### src/rtl/ifu_fetch_ctrl.sv
// Fetch controller: drives the fetch PC, pairs cache responses with their PC and queues them for decode.
// Optional feature: define IFU_FQ_BYPASS_EN to let a response reach decode in the same cycle when the queue is empty.
module ifu_fetch_ctrl #(
    parameter logic [31:0] RESET_PC = 32'h0000_0000,
    parameter int          FQ_DEPTH = 4
) (
    input  logic        clk,
    input  logic        rst,
    output logic [31:0] pcQ100H,
    input  logic        ic_rsp_valid,
    input  logic [31:0] ic_rsp_pc,
    input  logic [31:0] ic_rsp_instr,
    input  logic        ic_stall,
    input  logic        redirect_valid,
    input  logic [31:0] redirect_pc,
    output logic        fq_valid,
    output logic [31:0] fq_pc,
    output logic [31:0] fq_instr,
    input  logic        fq_ready
);
    localparam int PW = (FQ_DEPTH > 1) ? $clog2(FQ_DEPTH) : 1;
    localparam int CW = $clog2(FQ_DEPTH + 1);
    localparam int SW = CW + 1;
    localparam logic [CW-1:0] FULL    = CW'(FQ_DEPTH);
    localparam logic [PW-1:0] PTR_ONE = PW'(1);
    localparam logic [CW-1:0] CNT_ONE = CW'(1);

    typedef enum logic [1:0] {
        RESET_WAIT,
        FETCH,
        WAIT_MISS,
        WAIT_Q
    } state_t;

    state_t        state;
    state_t        state_nx;
    logic [31:0]   fetch_pc;
    logic [31:0]   exp_pc;
    logic          inflight;
    logic [31:0]   q_pc    [FQ_DEPTH];
    logic [31:0]   q_instr [FQ_DEPTH];
    logic [PW-1:0] wr_ptr;
    logic [PW-1:0] rd_ptr;
    logic [CW-1:0] count;

    logic space_ok;
    logic advance;
    logic push;
    logic q_push;
    logic q_pop;
    logic q_nonempty;
    logic bypass_hit;

    // A new request is issued only if a slot is reserved for it, counting the one still in flight.
    assign space_ok   = ({1'b0, count} + SW'(inflight) + SW'(1)) <= SW'(FQ_DEPTH);
    assign push       = ic_rsp_valid & inflight & (ic_rsp_pc == exp_pc) & ~redirect_valid;
    assign q_nonempty = (count != '0);
    assign q_pop      = q_nonempty & fq_ready & ~redirect_valid;

`ifdef IFU_FQ_BYPASS_EN
    assign bypass_hit = push & ~q_nonempty;
`else
    assign bypass_hit = 1'b0;
`endif

    assign q_push  = push & ~(bypass_hit & fq_ready);
    assign pcQ100H = fetch_pc;

    // NOTE: clocked state uses non-blocking assignments so every register samples pre-edge values.
    always_ff @(posedge clk or negedge rst) begin
        if (!rst) begin
            state <= RESET_WAIT;
        end else begin
            state <= state_nx;
        end
    end

    // NOTE: state_nx gets a default before any branch so no path leaves it unassigned (no latch).
    always_comb begin
        state_nx = state;
        if (redirect_valid) begin
            state_nx = FETCH;
        end else begin
            unique case (state)
                RESET_WAIT: state_nx = FETCH;
                FETCH: begin
                    if (ic_stall) begin
                        state_nx = WAIT_MISS;
                    end else if (!space_ok) begin
                        state_nx = WAIT_Q;
                    end
                end
                WAIT_MISS: if (!ic_stall) state_nx = FETCH;
                WAIT_Q:    if (space_ok)  state_nx = FETCH;
                default:   state_nx = FETCH;
            endcase
        end
    end

    always_comb begin
        advance = (state == FETCH) & ~ic_stall & space_ok & ~redirect_valid;
    end

    always_ff @(posedge clk or negedge rst) begin
        if (!rst) begin
            fetch_pc <= RESET_PC;
            exp_pc   <= RESET_PC;
            inflight <= 1'b0;
        end else if (redirect_valid) begin
            fetch_pc <= {redirect_pc[31:2], 2'b00};
            inflight <= 1'b0;
        end else if (advance) begin
            fetch_pc <= fetch_pc + 32'd4;
            exp_pc   <= fetch_pc;
            inflight <= 1'b1;
        end else if (push) begin
            inflight <= 1'b0;
        end
    end

    always_ff @(posedge clk or negedge rst) begin
        if (!rst) begin
            wr_ptr <= '0;
            rd_ptr <= '0;
            count  <= '0;
        end else if (redirect_valid) begin
            wr_ptr <= '0;
            rd_ptr <= '0;
            count  <= '0;
        end else begin
            if (q_push) wr_ptr <= wr_ptr + PTR_ONE;
            if (q_pop)  rd_ptr <= rd_ptr + PTR_ONE;
            case ({q_push, q_pop})
                2'b10:   count <= count + CNT_ONE;
                2'b01:   count <= count - CNT_ONE;
                default: count <= count;
            endcase
        end
    end

    // NOTE: queue storage has no reset; the head is only exposed while count says it holds data.
    always_ff @(posedge clk) begin
        if (q_push) begin
            q_pc[wr_ptr]    <= ic_rsp_pc;
            q_instr[wr_ptr] <= ic_rsp_instr;
        end
    end

    always_comb begin
        fq_valid = q_nonempty;
        fq_pc    = '0;
        fq_instr = '0;
        if (q_nonempty) begin
            fq_pc    = q_pc[rd_ptr];
            fq_instr = q_instr[rd_ptr];
        end
`ifdef IFU_FQ_BYPASS_EN
        else if (bypass_hit) begin
            fq_valid = 1'b1;
            fq_pc    = ic_rsp_pc;
            fq_instr = ic_rsp_instr;
        end
`endif
    end

    overflow_chk: assert property (@(posedge clk) disable iff (!rst) !(push && count == FULL));

endmodule

### config.mk
export PLATFORM = sky130hd
export DESIGN_NAME = ifu_fetch_ctrl
export DESIGN_NICKNAME = d
export VERILOG_FILES = /design/src/rtl/ifu_fetch_ctrl.sv
export SDC_FILE = /design/constraint.sdc
export NUM_CORES = 1
export LEC_CHECK = 0
export ABC_AREA = 1
export BUFFER_PORTS_ARGS = -buffer_cell sky130_fd_sc_hd__buf_2
export CORE_ASPECT_RATIO = 1.4
export CORE_MARGIN = 5
export CORE_UTILIZATION = 48
export CTS_CLUSTER_SIZE = 28
export DETAILED_ROUTE_END_ITERATION = 8
export PLACE_DENSITY = 0.69
export SYNTH_ARGS = -nofsm -noshare
export SYNTH_HDL_FRONTEND = slang
export SYNTH_SLANG_ARGS = --single-unit
### constraint.sdc
create_clock -name clk -period 6.95 [get_ports clk]
set_clock_uncertainty 0.1 [all_clocks]
set_input_delay 1.39 -clock clk [delete_from_list [all_inputs] [get_ports clk]]
set_output_delay 1.39 -clock clk [all_outputs]
set_load 0.02 [all_outputs]
==> flow_metrics.env <==
export IMPL_gp_congestion=0.924
export IMPL_setup_viol=0
export IMPL_hold_viol=0
export IMPL_cp_max_fo=73
export IMPL_pwr_share_clk=0.339
export IMPL_power_density_nw_per_um2=277
export IMPL_die_w_um=157
export IMPL_drt_first_pass_iters=5
export IMPL_rsz0062_at_grt="no"
export IMPL_cts_tree="done"
export IMPL_cts_buffers=30
export IMPL_fin_util=0.560
export IMPL_yosysSeqAreaShare=0.653
export IMPL_cts_htree_levels=1
export IMPL_die_area_um2=33700
export IMPL_r2r_start="exp_pc[7]"
export IMPL_outcome="completed"
export IMPL_worstPathArrival_ns=3.45
export IMPL_worstPathCellList="clkinv_2, buf_4, o21ai_0, a21oi_1, buf_2"
export IMPL_maxCapViolCount=0
export IMPL_place_area_um2=15800
export IMPL_avgViaCountPerCell=5.24
export IMPL_power_switching_uw=1300
export IMPL_multiInputGateArea_um2=4340
export IMPL_reg2regPathDepth=10
export IMPL_synth_top_family_by_area="simple AND/OR/NAND/NOR gates"
export IMPL_layout_setup_ws_ns=2.01
export IMPL_ios=199
export IMPL_cp_required_ns=5.46
export IMPL_synth_mux_area_frac=0
export IMPL_initial_utilization=0.484
export IMPL_hold_depth=2
export IMPL_ys_flop_type="edfxtp_1"
export IMPL_yosys_cell_types_count=48
export IMPL_cts_sinks=326
export IMPL_grt_pass1_vias=10300
export IMPL_grt_pass1_wl_mm=55.2
export IMPL_dp_hpwl_mm=22.1
export IMPL_r2r_end="q_instr[2][29]"
export IMPL_postCtsHoldBufs=0
export IMPL_wl_per_cell_um=17.5
export IMPL_core_area_um2=29800
export IMPL_final_area_um2=16700
export IMPL_die_h_um=215
export IMPL_antenna_found_initial=4
export IMPL_cts_resized=0
export IMPL_ir_drop_uv=214
export IMPL_io_buffers=194
export IMPL_root_buffer="clkbuf_16"
export IMPL_synth_adder_area_share=0.00744
export IMPL_p_leak_uw=0.00676
export IMPL_cp_start_kind="register"
export IMPL_combPwrFrac=0.165
export IMPL_synthSimpleGateAreaFrac=0.177
export IMPL_remaining_drc_errors=0
export IMPL_critPathMaxStageDelay_ns=0.87
export IMPL_synth_cells=1417
export IMPL_clk_path_buf_depth=3
export IMPL_n_fill_cell=2618
export IMPL_layout_cells_non_filler=1998
export IMPL_dpl_worst_slack_ns=2.30
export IMPL_cp_slowest_cell="clkinv_2"
export IMPL_grt_usage=0.207
export IMPL_wl_mm=35.0
export IMPL_synth_edf_count=256
export IMPL_ys_ff_latch=326
export IMPL_final_max_slew_viol_count=0
export IMPL_sequentialPowerShare=0.496
export IMPL_cts_setup_buffers=0
export IMPL_vias=10500
export IMPL_yosys_warnings=0
export IMPL_hold_class="register to register"
export IMPL_netlist_area_um2=14500
export IMPL_fin_nets=1701
export IMPL_synth_compound_area_share=0.0988
export IMPL_drtIter0Drc=567
export IMPL_switching_share=0.281
export IMPL_relSlewSlack=0.298
export IMPL_ant_nets=0
export IMPL_row_count=75
export IMPL_grt_overflow=0
export IMPL_regArea_um2=9440
export IMPL_grt_max_degree=81
export IMPL_ff2ff_setup_slack_ns=3.55
export IMPL_clk_latency_ns=0.55
export IMPL_fin_crit_sh=0.711
export IMPL_p_int_uw=3320
export IMPL_end_kind="primary output"
export IMPL_max_clock_freq_mhz=202
export IMPL_worst_hold_path_endpoint="exp_pc[20]"
export IMPL_tightest_slew_ns=1.05
export IMPL_setup_tns_ns=0
export IMPL_syn_area_per_cell_um2=10.2
export IMPL_async_flop_share=0.215
export IMPL_area_growth_syn_to_layout_pct=15.5
export IMPL_worst_setup_path_type="register to primary output"
export IMPL_hold_start="exp_pc[20]"
export IMPL_period_minus_slack_ns=4.94
export IMPL_dpl_cell_count=1944
export IMPL_path_clk_slew_ns=0.06
export IMPL_synth_xor_xnor_area_share=0.0145
export IMPL_drive_gt1_frac=0.178
-- worst max-delay path by stage --
stage | start | cells after the start | endpoint
after floorplan | ic_rsp_pc[20] | 8 | q_instr[0][0]
after global placement | redirect_valid | 6 | pcQ100H[18]
after detailed placement | redirect_valid | 6 | pcQ100H[18]
after CTS | rd_ptr[0] | 5 | fq_instr[10]
after global routing | rd_ptr[0] | 5 | fq_instr[28]
final | rd_ptr[0] | 5 | fq_instr[14]
-- cell families after synthesis --
logic type	after synthesis
compound gates	269
xor+xnor	24
fa+ha+maj	8
buf+inv	177
flops	326
other cells	1
simple gates	612
-- final cells by class --
cell class                 instances  share of cell area
sequential                       326               0.566
clock buffer                      33              0.0469
inverter                         110              0.0248
antenna                            3            0.000450
timing repair buffer             208              0.0644
multi-input combinational        915               0.260
tap                              385              0.0288
clock inverter                    18             0.00892
-- flip-flops by register name (all words and copies together) (netlist names) --
register  flops
q_pc        128
exp_pc       30
wr_ptr        2
q_instr     128
state         2
pcQ100H      30
count         3
inflight      1
rd_ptr        2
-- Yosys cell counts (all sizes together), types with 2 or more instances --
library cell / count / area share
buf: 31 / 0.011
inv: 109 / 0.028
edfxtp: 256 / 0.53
and2: 2 / 0.00087
nor4: 5 / 0.0026
nand3: 27 / 0.011
xor2: 14 / 0.0085
nand4: 13 / 0.0067
clkbuf: 36 / 0.0093
o221ai: 4 / 0.0024
xnor2: 10 / 0.0061
nand2: 230 / 0.060
a21oi: 76 / 0.027
o211ai: 11 / 0.0061
or2: 3 / 0.0013
nor2: 317 / 0.084
o2111ai: 2 / 0.0012
o21ai: 169 / 0.059
dfrtp: 70 / 0.12
nor3: 12 / 0.0068
a31oi: 2 / 0.00087
ha: 7 / 0.0061
nand3b: 3 / 0.0024
-- per-layer routing --
metal	GRT usage	wire length [um]	part of all wire
met1	0.259	14100	0.40
met3	0.0288	1950	0.056
met4	0.0779	1110	0.032
met5	0	21	0.00060
met2	0.362	17900	0.51
-- power groups by stage --
stage	Clock (uW)	Combinational, uW	Sequential [uW]
finish	1570	763	2290
CTS	1600	772	2290
detailed placement	0	766	2330
floorplan	0	488	2340
global placement	0	751	2330
global route	1680	857	2310
-- metrics by stage --
| stage | hold WS, ns | total power (uW) |
|---|---|---|
| 4_1_cts | 0.402 | 4660 |
| 6_report | 0.407 | 4620 |
| 3_3_place_gp | 0.374 | 3080 |
| 2_1_floorplan | 0.356 | 2830 |
| 3_5_place_dp | 0.387 | 3100 |
| 5_1_grt | 0.444 | 4850 |
-- layout by cell type (no fill, tap or decap), types with 7 or more instances in the layout --
master and count:
a21oi_1 74, buf_2 194, buf_4 14, clkbuf_16 31, dfrtp_1 68, edfxtp_1 256
ha_1 7, inv_1 103, nand2_1 227, nand3_1 23, nand4_1 12, nor2_1 310
nor3_1 7, o211ai_1 10, o21ai_0 149, o21ai_1 20, xnor2_1 10, xor2_1 14
-- worst max-delay path, delay by kind of cell, from the launching register on --
kind | cells | cell delay (ns)
buffers and inverters | 3 | 1.68
flip-flops | 1 | 0.79
AO/OA/AOI/OAI | 2 | 0.35
Note: power is estimated with default switching activity, not from simulation.
